### config.mk
export PLATFORM = sky130hd
export DESIGN_NAME = cve2_mem_port_arbiter
export DESIGN_NICKNAME = d
export VERILOG_FILES = /design/src/rtl/cve2_pkg.sv /design/src/rtl/cve2_arb_src_fifo.sv /design/src/rtl/cve2_mem_port_arbiter.sv
export SDC_FILE = /design/constraint.sdc
export NUM_CORES = 1
export LEC_CHECK = 0
export BUFFER_PORTS_ARGS = -buffer_cell sky130_fd_sc_hd__clkbuf_2
export CORE_MARGIN = 4
export CORE_UTILIZATION = 30
export DETAILED_ROUTE_END_ITERATION = 6
export SLEW_MARGIN = 10
export SYNTH_ARGS = -nofsm -noshare
export SYNTH_HDL_FRONTEND = slang
export SYNTH_HIERARCHICAL = 1
export SYNTH_SLANG_ARGS = --single-unit
### constraint.sdc
create_clock -name clk_i -period 4.2 [get_ports clk_i]
set_clock_uncertainty 0.1 [all_clocks]
set_input_delay 0.63 -clock clk_i [delete_from_list [all_inputs] [get_ports clk_i]]
set_output_delay 0.63 -clock clk_i [all_outputs]
set_load 0.02 [all_outputs]
### src/rtl/cve2_pkg.sv
// Shared types for the cve2 memory-port arbiter (see CVE2_MEM_ARB_RR_EN in the top).
package cve2_pkg;

    localparam int unsigned BusAw = 32;
    localparam int unsigned BusDw = 32;
    localparam int unsigned BusBw = 4;

    typedef enum logic {ARB_SRC_INSTR = 1'b0, ARB_SRC_DATA = 1'b1} arb_src_e;

    typedef enum logic {ARB_IDLE, ARB_HOLD} arb_state_e;

    typedef struct packed {
        logic             we;
        logic [BusBw-1:0] be;
        logic [BusAw-1:0] addr;
        logic [BusDw-1:0] wdata;
    } bus_payload_t;

endpackage

### src/rtl/cve2_arb_src_fifo.sv
// In-order FIFO of requester IDs for accepted-but-unanswered bus transactions.
module cve2_arb_src_fifo
    import cve2_pkg::*;
#(
    parameter int unsigned Depth = 2
) (
    input  logic     clk,
    input  logic     rst,
    input  logic     push,
    input  logic     pop,
    input  arb_src_e wdata,
    output arb_src_e head,
    output logic     full,
    output logic     empty
);

    localparam int unsigned PtrW = (Depth > 1) ? $clog2(Depth) : 1;
    localparam int unsigned CntW = $clog2(Depth + 1);

    arb_src_e        mem [Depth];
    logic [PtrW-1:0] wptr;
    logic [PtrW-1:0] rptr;
    logic [CntW-1:0] count;
    logic            do_push;
    logic            do_pop;

    function automatic logic [PtrW-1:0] next_ptr(input logic [PtrW-1:0] p);
        return (p == PtrW'(Depth - 1)) ? '0 : p + PtrW'(1);
    endfunction

    // A push into a full FIFO is only legal when a pop frees the slot in the same cycle.
    assign do_push = push & (~full | pop);
    assign do_pop  = pop & ~empty;
    assign full    = (count == CntW'(Depth));
    assign empty   = (count == '0);
    assign head    = mem[rptr];

    // Pointer and occupancy tracking.
    always_ff @(posedge clk or posedge rst) begin
        if (rst) begin
            wptr  <= '0;
            rptr  <= '0;
            count <= '0;
        end else begin
            if (do_push) wptr <= next_ptr(wptr);
            if (do_pop)  rptr <= next_ptr(rptr);
            count <= count + CntW'(do_push) - CntW'(do_pop);
        end
    end

    // ID storage; contents are don't-care while empty.
    always_ff @(posedge clk) begin
        if (do_push) mem[wptr] <= wdata;
    end

endmodule

### src/rtl/cve2_mem_port_arbiter.sv
// Shares one OBI memory port between instruction fetch and LSU, routing responses in issue order.
// Optional macro CVE2_MEM_ARB_RR_EN: round-robin arbitration (default: data has fixed priority).
module cve2_mem_port_arbiter
    import cve2_pkg::*;
#(
    parameter int unsigned MaxOutstanding = 2
) (
    input  logic             clk_i,
    input  logic             rst_i,
    input  logic             instr_req_i,
    input  logic [BusAw-1:0] instr_addr_i,
    output logic             instr_gnt_o,
    output logic             instr_rvalid_o,
    input  logic             data_req_i,
    input  logic             data_we_i,
    input  logic [BusBw-1:0] data_be_i,
    input  logic [BusAw-1:0] data_addr_i,
    input  logic [BusDw-1:0] data_wdata_i,
    output logic             data_gnt_o,
    output logic             data_rvalid_o,
    output logic [BusDw-1:0] rdata_o,
    output logic             err_o,
    output logic             bus_req_o,
    output logic             bus_we_o,
    output logic [BusBw-1:0] bus_be_o,
    output logic [BusAw-1:0] bus_addr_o,
    output logic [BusDw-1:0] bus_wdata_o,
    input  logic             bus_gnt_i,
    input  logic             bus_rvalid_i,
    input  logic [BusDw-1:0] bus_rdata_i,
    input  logic             bus_err_i,
    output logic             busy_o,
    output logic             unexp_rvalid_o
);

    arb_state_e   state;
    arb_state_e   state_nxt;
    arb_src_e     pick;
    arb_src_e     sel;
    arb_src_e     sel_q;
    arb_src_e     last_q;
    arb_src_e     head;
    bus_payload_t live;
    bus_payload_t held_q;
    bus_payload_t pay;
    logic         fifo_full;
    logic         fifo_empty;
    logic         full;
    logic         rvalid;
    logic         bus_req;
    logic         gnt;
    logic         unexp_q;

    // Source choice for a fresh arbitration round.
    always_comb begin
        pick = ARB_SRC_INSTR;
`ifdef CVE2_MEM_ARB_RR_EN
        if (instr_req_i && data_req_i) begin
            pick = (last_q == ARB_SRC_DATA) ? ARB_SRC_INSTR : ARB_SRC_DATA;
        end else if (data_req_i) begin
            pick = ARB_SRC_DATA;
        end
`else
        if (data_req_i) pick = ARB_SRC_DATA;
`endif
    end

    // Payload of the picked source; fetches are always full-word reads.
    always_comb begin
        live = '{we: 1'b0, be: 4'hF, addr: instr_addr_i, wdata: '0};
        if (pick == ARB_SRC_DATA) begin
            live = '{we: data_we_i, be: data_be_i, addr: data_addr_i, wdata: data_wdata_i};
        end
    end

    // A response in the same cycle frees a slot, so a full FIFO may still accept a grant.
    assign full    = fifo_full & ~bus_rvalid_i;
    assign rvalid  = bus_rvalid_i & ~rst_i;
    assign bus_req = (instr_req_i | data_req_i) & ~full & ~rst_i;
    assign gnt     = bus_gnt_i & bus_req;

    // Next state and selection: while holding, selection and payload stay frozen.
    always_comb begin
        state_nxt = state;
        sel       = pick;
        pay       = live;
        unique case (state)
            ARB_IDLE: begin
                if (bus_req && !bus_gnt_i) state_nxt = ARB_HOLD;
            end
            ARB_HOLD: begin
                sel = sel_q;
                pay = held_q;
                if (gnt) state_nxt = ARB_IDLE;
            end
            default: state_nxt = ARB_IDLE;
        endcase
    end

    // FSM state, frozen selection/payload and round-robin history.
    always_ff @(posedge clk_i or posedge rst_i) begin
        if (rst_i) begin
            state  <= ARB_IDLE;
            sel_q  <= ARB_SRC_INSTR;
            held_q <= '0;
            last_q <= ARB_SRC_DATA;
        end else begin
            state <= state_nxt;
            if (state == ARB_IDLE) begin
                sel_q  <= pick;
                held_q <= live;
            end
            if (gnt) last_q <= sel;
        end
    end

    // Sticky flag for responses that arrive with nothing outstanding.
    always_ff @(posedge clk_i or posedge rst_i) begin
        if (rst_i) begin
            unexp_q <= 1'b0;
        end else if (bus_rvalid_i && fifo_empty) begin
            unexp_q <= 1'b1;
        end
    end

    cve2_arb_src_fifo #(
        .Depth (MaxOutstanding)
    ) u_src_fifo (
        .clk   (clk_i),
        .rst   (rst_i),
        .push  (gnt),
        .pop   (rvalid),
        .wdata (sel),
        .head  (head),
        .full  (fifo_full),
        .empty (fifo_empty)
    );

    assign bus_req_o      = bus_req;
    assign bus_we_o       = rst_i ? 1'b0 : pay.we;
    assign bus_be_o       = rst_i ? '0 : pay.be;
    assign bus_addr_o     = rst_i ? '0 : pay.addr;
    assign bus_wdata_o    = rst_i ? '0 : pay.wdata;
    assign instr_gnt_o    = gnt & (sel == ARB_SRC_INSTR);
    assign data_gnt_o     = gnt & (sel == ARB_SRC_DATA);
    assign instr_rvalid_o = rvalid & ~fifo_empty & (head == ARB_SRC_INSTR);
    assign data_rvalid_o  = rvalid & ~fifo_empty & (head == ARB_SRC_DATA);
    assign rdata_o        = rst_i ? '0 : bus_rdata_i;
    assign err_o          = bus_err_i & ~rst_i;
    assign busy_o         = (~fifo_empty | bus_req) & ~rst_i;
    assign unexp_rvalid_o = unexp_q;

endmodule
After elaboration in Yosys (flattened, before gate mapping)
Memories as Yosys holds them, arrays and structs flattened.
Cells that the tools add are included.
{ "op_classes": {"n_bitwise": 24, "addsub": 4, "eq_ne": 1, "n_mux": 16, "reduce_logical": 4} }
{ "ops": {"columns": ["operator", "count"], "rows": [
  ["69-bit two-way mux", 2],
  ["32-bit two-way mux", 3],
  ["1-bit bitwise AND", 13],
  ["1-bit two-way mux", 9],
  ["1-bit inverter", 8],
  ["4-bit two-way mux", 1],
  ["1-bit bitwise OR", 3],
  ["1-bit adder, second input constant", 2],
  ["2-bit by 1-bit adder with 2-bit output", 1],
  ["2-bit equality test, second input constant", 1],
  ["1-bit logical AND", 2],
  ["2-bit zero test", 1],
  ["1-bit case mux with 2 select lines", 1],
  ["2-bit by 1-bit subtractor with 2-bit output", 1],
  ["1-bit zero test", 1]
]} }
{ "word_totals": {"out_inout_bits": 109, "input_bits": 140, "n_memories": 1, "ramBits": 2, "wordCells": 60, "ff_bits": 76} }
{ "mem_list": {"columns": ["memory", "words", "width", "rd", "rd_ports_with_merged_regs", "wr", "line", "source"], "rows": [
  ["u_src_fifo.mem", 2, 1, 1, 0, 1, "cve2_arb_src_fifo.sv:20", "arb_src_e mem [Depth];"]
]} }

Depth between registers and ports, before layout
Gate-level depths: netlist of the first run.
{ "depth": {"depth_word": 9, "depth_mapped": 10, "mapped_depth_nobuf": 10} }

By module
Netlist of the first run, hierarchy kept.
{ "modules_own_cells": {"columns": ["mod", "seq_area_each_um2", "instances", "cells_each", "area_per_inst_um2"], "rows": [
  ["cve2_mem_port_arbiter", 1801.7, 1, 366, 3724.8],
  ["cve2_arb_src_fifo", 160.2, 1, 25, 316.6]
]} }

Least setup slack after synthesis of the first run
Ideal clock, no wire load.
{ "synth_timing": {"kind": "in2out", "start": "input port rst_i", "end": "output port bus_wdata_o[22]", "path_stages": 3, "required_time_ns": 3.470, "n_path_buf": 1, "setup_slack_ns": 0.078, "arrival_time_ns": 3.392, "path_cell_list": "inv_1 -> clkbuf_1 -> and2_1"} }
{ "synth_between": {"elab_chain_cells": 1} }
{ "synth_rtl": {"columns": ["item", "line", "source"], "rows": [
  ["start, declared", "cve2_mem_port_arbiter.sv:9", "input logic rst_i,"],
  ["32-bit two-way mux", "cve2_mem_port_arbiter.sv:143", "assign bus_wdata_o = rst_i ? '0 : pay.wdata;"],
  ["end, declared", "cve2_mem_port_arbiter.sv:27", "output logic [BusDw-1:0] bus_wdata_o,"]
]} }
No other way between the ends.

==> reports/summary.txt, run 1 <==
Syn Inst Count = 391
Count of cell types in the netlist = 35
Clk slew on worst S/H paths = 0.06 ns
DR vias = 3631
Total number of clock tree sinks = 78
Synthesized cell area = 0.00404 mm^2
Die width = 124 um
CTS max path bufs = 2
Worst r2r dst = u_src_fifo/count[1]
Clk Tree Root Cell = clkbuf_16
Pin count of the biggest net entering global routing = 65
Io pins = 249
Num CTS Buffers = 9
Hold Vio Cnt, Final = 0
Post-Synthesis Net Count = 533
Row count = 42
Outcome = complete, no violations
Final slew viol count = 0
Worst Path Required = 3.47 ns
Post-CTS sizing = 0
Crit Path Max Fanout = 58
Port Buffers = 248
DR vias/cell = 4.51
RSZ-0062 raised after global routing = false
Layout cell share with drive strength beyond 1 = 43.2%
Initial Util = 30.5%
Vias in the first global route = 3589
Slew at the pin closest to its max-slew limit = 0.843 ns
Drt wl/cell = 14.1 um
1st-iter DRT viols = 80
Die Y = 124 um
Peak supply drop = 0.000188 V
H-tree Lvls = 3
Register area share after synthesis = 48.5%
Dpl hpwl = 8850 um
Worst setup EP type = output port
GR Overflow Total = 0
Area grow syn2layout = 39.3%
Max Cap Violations = 0
FMAX = 323 MHz
Sw Ratio = 34.4%
Pre-CTS setup slack = 1.41 ns
Final WL = 11400 um
Synth Warn # = 6
DRT Pass-1 Iters = 4
Cells on worst reg2reg path = 10
Worst min-delay path class = in -> async
CTS tree = yes
Part of the power in registers = 40.4%
GRT Overall Usage = 14.3%
First-pass GRT wire length = 17100 um
Total power = 2.73 mW
Flop2flop setup slack = 1.84 ns
Endpoints failing setup = 0
Net switching power figure = 939 uW
Slew HR = 43.7%
Antenna cell count = 0
Setup slack after layout = 1.10 ns
Core area = 0.0132 mm^2
Core Util, Final = 42.5%
Antenna violations before repair = 0
Syn_area_per_cell = 10.3 um^2
CTS Hold Bufs = 0
Clk_lat worst skew = 0.33 ns
Clk pwr share = 26.0%
Reg2reg start = u_src_fifo/count[1]
Hold_ws = 0.306 ns
Combinational Power Share = 33.6%
Setup TNS = 0 ns
Period utilization = 73.7%
Worst setup SP type = register
Leading cell type in the layout, fill and taps excluded = clkbuf_2
Worst Path Arrival = 2.37 ns
Die footprint = 0.0154 mm^2
Cell-internal power = 1.79 mW
Yosys reg bits = 78
Pwr/cell area = 485 mW/mm^2
DRC = 0
Routability Congestion = 0.765
Tmin final = 3.10 ns
Antenna Nets Post-Route = 0
Layout Nets = 767
CP Class = reg -> out
Commonest cells after routing, fill and taps aside = clkbuf_2 (248), dfrtp_1 (75), and2_1 (66)
# Post-CTS Setup Buffers = 0
P_leak = 3.07 nW
-- area by class of cell --
| class | count | area (um^2) |
|---|---|---|
| Inverter | 9 | 36.3 |
| Fill cell | 1337 | 7610 |
| Clock inverter | 1 | 5.00 |
| Tap cell | 176 | 220 |
| Sequential cell | 78 | 1970 |
| Timing Repair Buffer | 254 | 1300 |
| Clock buffer | 14 | 264 |
| Multi-Input combinational cell | 273 | 1840 |
-- cell usage after synthesis (all sizes together) --
cell type	instances	share of area, %
ha	2	0.62
xor2	1	0.22
nor2	7	0.65
o21bai	1	0.19
clkbuf	11	1.1
mux2	1	0.28
nor2b	31	5.0
and2	66	10
inv	9	0.84
mux2i	33	8.2
nand2b	4	0.62
o21ai	33	4.1
and3b	3	0.65
edfxtp	2	1.5
nand4bb	1	0.28
a21o	1	0.19
xnor2	2	0.43
and2b	6	1.1
buf	20	4.0
nor3b	2	0.65
and3	1	0.15
o21a	1	0.19
nand2	34	3.2
a22o	32	6.9
nor3	1	0.25
a211oi	4	0.74
dfrtp	76	47
a21oi	5	0.62
o211ai	1	0.19
-- routing by layer --
layer | GRT usage (%) | part of all wire [%] | vias to the layer above
li1 | - | - | 1781
met3 | 4.63 | 10 | 18
met1 | 16.4 | 39 | 1667
met2 | 24.2 | 48 | 165
met4 | 6.78 | 2.8 | 0
met5 | 0 | 0 | -
-- metrics by stage --
stage | cell area (um^2) | instances
3_3_place_gp | 5360 | 790
4_1_cts | 5630 | 805
6_report | 5630 | 805
5_1_grt | 5630 | 805
3_5_place_dp | 5360 | 790
2_1_floorplan | 4040 | 391
-- cell families (layout without fill, tap and decap cells) --
family | count (synthesis) | count (layout) | synth area share (%)
mux | 34 | 34 | 8.45
compound gates | 78 | 78 | 13.1
fa+ha+maj | 2 | 2 | 0.619
simple gates | 156 | 156 | 22.7
buf+inv | 40 | 278 | 5.88
flops | 78 | 78 | 48.5
xor+xnor | 3 | 3 | 0.650
-- flip-flops by register name, indices dropped and copies added (netlist names), named ones only --
signal,flops
held_q,69
sel_q,1
u_src_fifo/count,2
u_src_fifo/mem,2
u_src_fifo/rptr,1
u_src_fifo/wptr,1
unexp_rvalid_o,1
-- critical path: stages, from the launching register on --
cell and delay [ns]:
dfrtp_4 0.70, nor2b_4 0.74, a22o_1 0.24, and2_1 0.15
clkbuf_2 0.17
-- worst max-delay path by stage --
stage	endpoint	slack, ns	cells after the start	startpoint
3_3_place_gp	bus_wdata_o[19]	1.43	4	register
6_report	bus_wdata_o[19]	1.10	4	register
5_1_grt	data_gnt_o	0.93	4	register
2_1_floorplan	bus_wdata_o[22]	0.08	3	rst_i
3_5_place_dp	bus_wdata_o[19]	1.41	5	data_req_i
4_1_cts	bus_wdata_o[5]	1.05	4	register
-- power groups by stage --
stage	Sequential, mW	Combinational (mW)	Clock [mW]
2_1_floorplan	1.05	0.703	0
3_3_place_gp	1.11	0.915	0
3_5_place_dp	1.12	0.933	0
4_1_cts	1.11	0.936	0.736
5_1_grt	1.13	1.02	0.768
6_report	1.10	0.918	0.711
Note: power is estimated with default switching activity, not from simulation.
==> inputs of run 2 (changes only) <==
==> constraint.sdc (replaced) <==
create_clock -name clk_i -period 2.7 [get_ports clk_i]
set_clock_uncertainty 0.1 [all_clocks]
set_input_delay 0.405 -clock clk_i [delete_from_list [all_inputs] [get_ports clk_i]]
set_output_delay 0.405 -clock clk_i [all_outputs]
set_load 0.02 [all_outputs]
==> run 2 against run 1 <==
  * Design area is 2.0% higher
  * Critical path type unchanged
  * Clock power is 73% higher
  * First-iteration DRC count is 38% higher
  * Worst hold slack worse by 0.29 ns
  * Register-to-register slack worse by 1.3 ns
  * Count of clock-buffer cells in the layout is 4 lower
==> reports/summary.txt, run 2 (synthesis gave the netlist of run 1 again) <==
P_leak = 3.12 nW (+1.6%)
Fin area = 0.00574 mm^2 (+2.0%)
Clk Tree Root Cell = clkbuf_16
Peak supply drop = 0.000315 V (+68%)
Antenna Nets Post-Route = 0 (unchanged)
DR vias/cell = 4.47 (-0.88%)
Tmin final = 2.38 ns
Max FFs per register = 69 (unchanged)
Cells on worst reg2reg path = 10 (unchanged)
Placed Cells incl. Taps = 795 (+0.63%)
Placement-stage cell area = 0.00544 mm^2 (+1.4%)
CTS max path bufs = 2 (unchanged)
Vias in the first global route = 3719 (+3.6%)
Setup TNS = 0 ns (unchanged)
Final WL = 11400 um (+0.69%)
CTS tree = yes
Worst setup SP type = register
Clk slew on worst S/H paths = 0.06 ns (about the same)
GR Overflow Total = 0 (unchanged)
Pin count of the biggest net entering global routing = 52 (-20%)
Area grow syn2layout = 42.1%
Die Y = 124 um (unchanged)
Worst r2r dst = u_src_fifo/count[1]
Layout cell share with drive strength beyond 1 = 44.3% (+1.0 points)
Row count = 42 (unchanged)
Worst Path Required = 2.19 ns (-1.28 ns)
Post-CTS sizing = 0 (unchanged)
Biggest regs = held_q: 69 flops, u_src_fifo/count: 2 flops, u_src_fifo/mem: 2 flops
Clk_lat worst skew = 0.33 ns (about the same)
Drt wl/cell = 14.1 um (about the same)
Die width = 124 um (unchanged)
Max Cap Violations = 0 (unchanged)
# Post-CTS Setup Buffers = 0 (unchanged)
Pwr/cell area = 770 mW/mm^2 (+59%)
RSZ-0062 raised after global routing = false
DRT Pass-1 Iters = 4 (unchanged)
Crit Path Max Fanout = 43 (-26%)
Outcome = complete, no violations
H-tree Lvls = 3 (unchanged)
Flop2flop setup slack = 0.56 ns (-1.28 ns)
Hold Vio Cnt, Final = 0 (unchanged)
CP Class = reg -> out
Antenna violations before repair = 0 (unchanged)
Worst Path Arrival = 1.88 ns (-0.49 ns)
Most flop-heavy register = held_q
GRT Overall Usage = 14.8% (+0.49 points)
Initial Util = 30.5% (unchanged)
Num CTS Buffers = 9 (unchanged)
Layout Nets = 772 (+0.65%)
Hold_ws = 0.0117 ns (-0.294 ns)
Leading cell type in the layout, fill and taps excluded = clkbuf_2
Port Buffers = 248 (unchanged)
Worst setup EP type = output port
Final slew viol count = 0 (unchanged)
FMAX = 420 MHz
Endpoints failing setup = 0 (unchanged)
Post-Layout Cell Count = 811 (+0.75%)
Dpl hpwl = 9020 um (+2.0%)
Total number of clock tree sinks = 78 (unchanged)
CTS Hold Bufs = 0 (unchanged)
Slew at the pin closest to its max-slew limit = 0.404 ns (-0.440 ns)
Core area = 0.0132 mm^2 (unchanged)
Io pins = 249 (unchanged)
Reg2reg start = u_src_fifo/count[1]
Die footprint = 0.0154 mm^2 (unchanged)
First-pass GRT wire length = 17800 um (+3.9%)
DRC = 0 (unchanged)
Slew HR = 73.0% (+29 points)
1st-iter DRT viols = 110 (+38%)
Antenna cell count = 0 (unchanged)
Routability Congestion = 0.835 (+9.0%)
Period utilization = 88.3%
DR vias = 3626 (-0.14%)
Commonest cells after routing, fill and taps aside = clkbuf_2 (248), dfrtp_1 (75), and2_1 (66)
Worst min-delay path class = in -> async
Total power = 4.42 mW (+62%)
-- run 2: cell count changes in the layout (fill, tap and decap cells not counted) --
cell	delta
clkbuf_1	-3
buf_4	+2
clkbuf_8	-1
clkinvlp_4	+2
bufinv_16	+1
buf_12	+3
inv_6	+2
-- run 2: worst max-delay path: stages, from the launching register on --
cell and delay (ns):
dfrtp_4 0.59, buf_4 0.40, nand2_1 0.09, o21ai_0 0.13, and2_1 0.17, clkbuf_2 0.16
-- run 2: worst max-delay path by stage --
| stage | startpoint | end | slack, ns | depth (start not counted) |
|---|---|---|---|---|
| after floorplan | rst_i | bus_wdata_o[22] | 0.27 | 3 |
| after global placement | data_req_i | bus_addr_o[2] | 0.52 | 6 |
| after detailed placement | rst_i | u_src_fifo/count[1] | 0.44 | 9 |
| after CTS | register | bus_addr_o[12] | 0.28 | 5 |
| after global routing | register | bus_addr_o[10] | 0.13 | 5 |
| final | register | bus_addr_o[3] | 0.32 | 5 |
-- run 2: layer usage --
layer | vias up | part of all wire (%) | GRT usage [%]
met5 | - | 0 | 0
met4 | 0 | 1.4 | 5.41
met3 | 13 | 8.6 | 3.18
met2 | 159 | 51 | 26.3
met1 | 1670 | 39 | 17.6
li1 | 1784 | - | -
-- run 2: final cells by class --
cell class,instances,area (um^2)
clock inverter,6,67.6
timing repair buffer,259,1370
tap,176,220
sequential,78,1970
inverter,9,36.3
fill,1325,7500
multi-input combinational,273,1840
clock buffer,10,239
-- run 2: power by group --
| part | switching, mW | internal [mW] |
|---|---|---|
| registers | 0.159 | 1.53 |
| clock network | 0.484 | 0.746 |
| logic | 0.876 | 0.630 |
| total | 1.52 | 2.90 |
-- run 2: metrics by stage --
stage	setup slack [ns]	util [%]
after floorplan	0.275	-
after detailed placement	0.441	41.1
after CTS	0.281	43.4
final	0.317	43.4
after global routing	0.132	43.4
after global placement	0.516	41.1
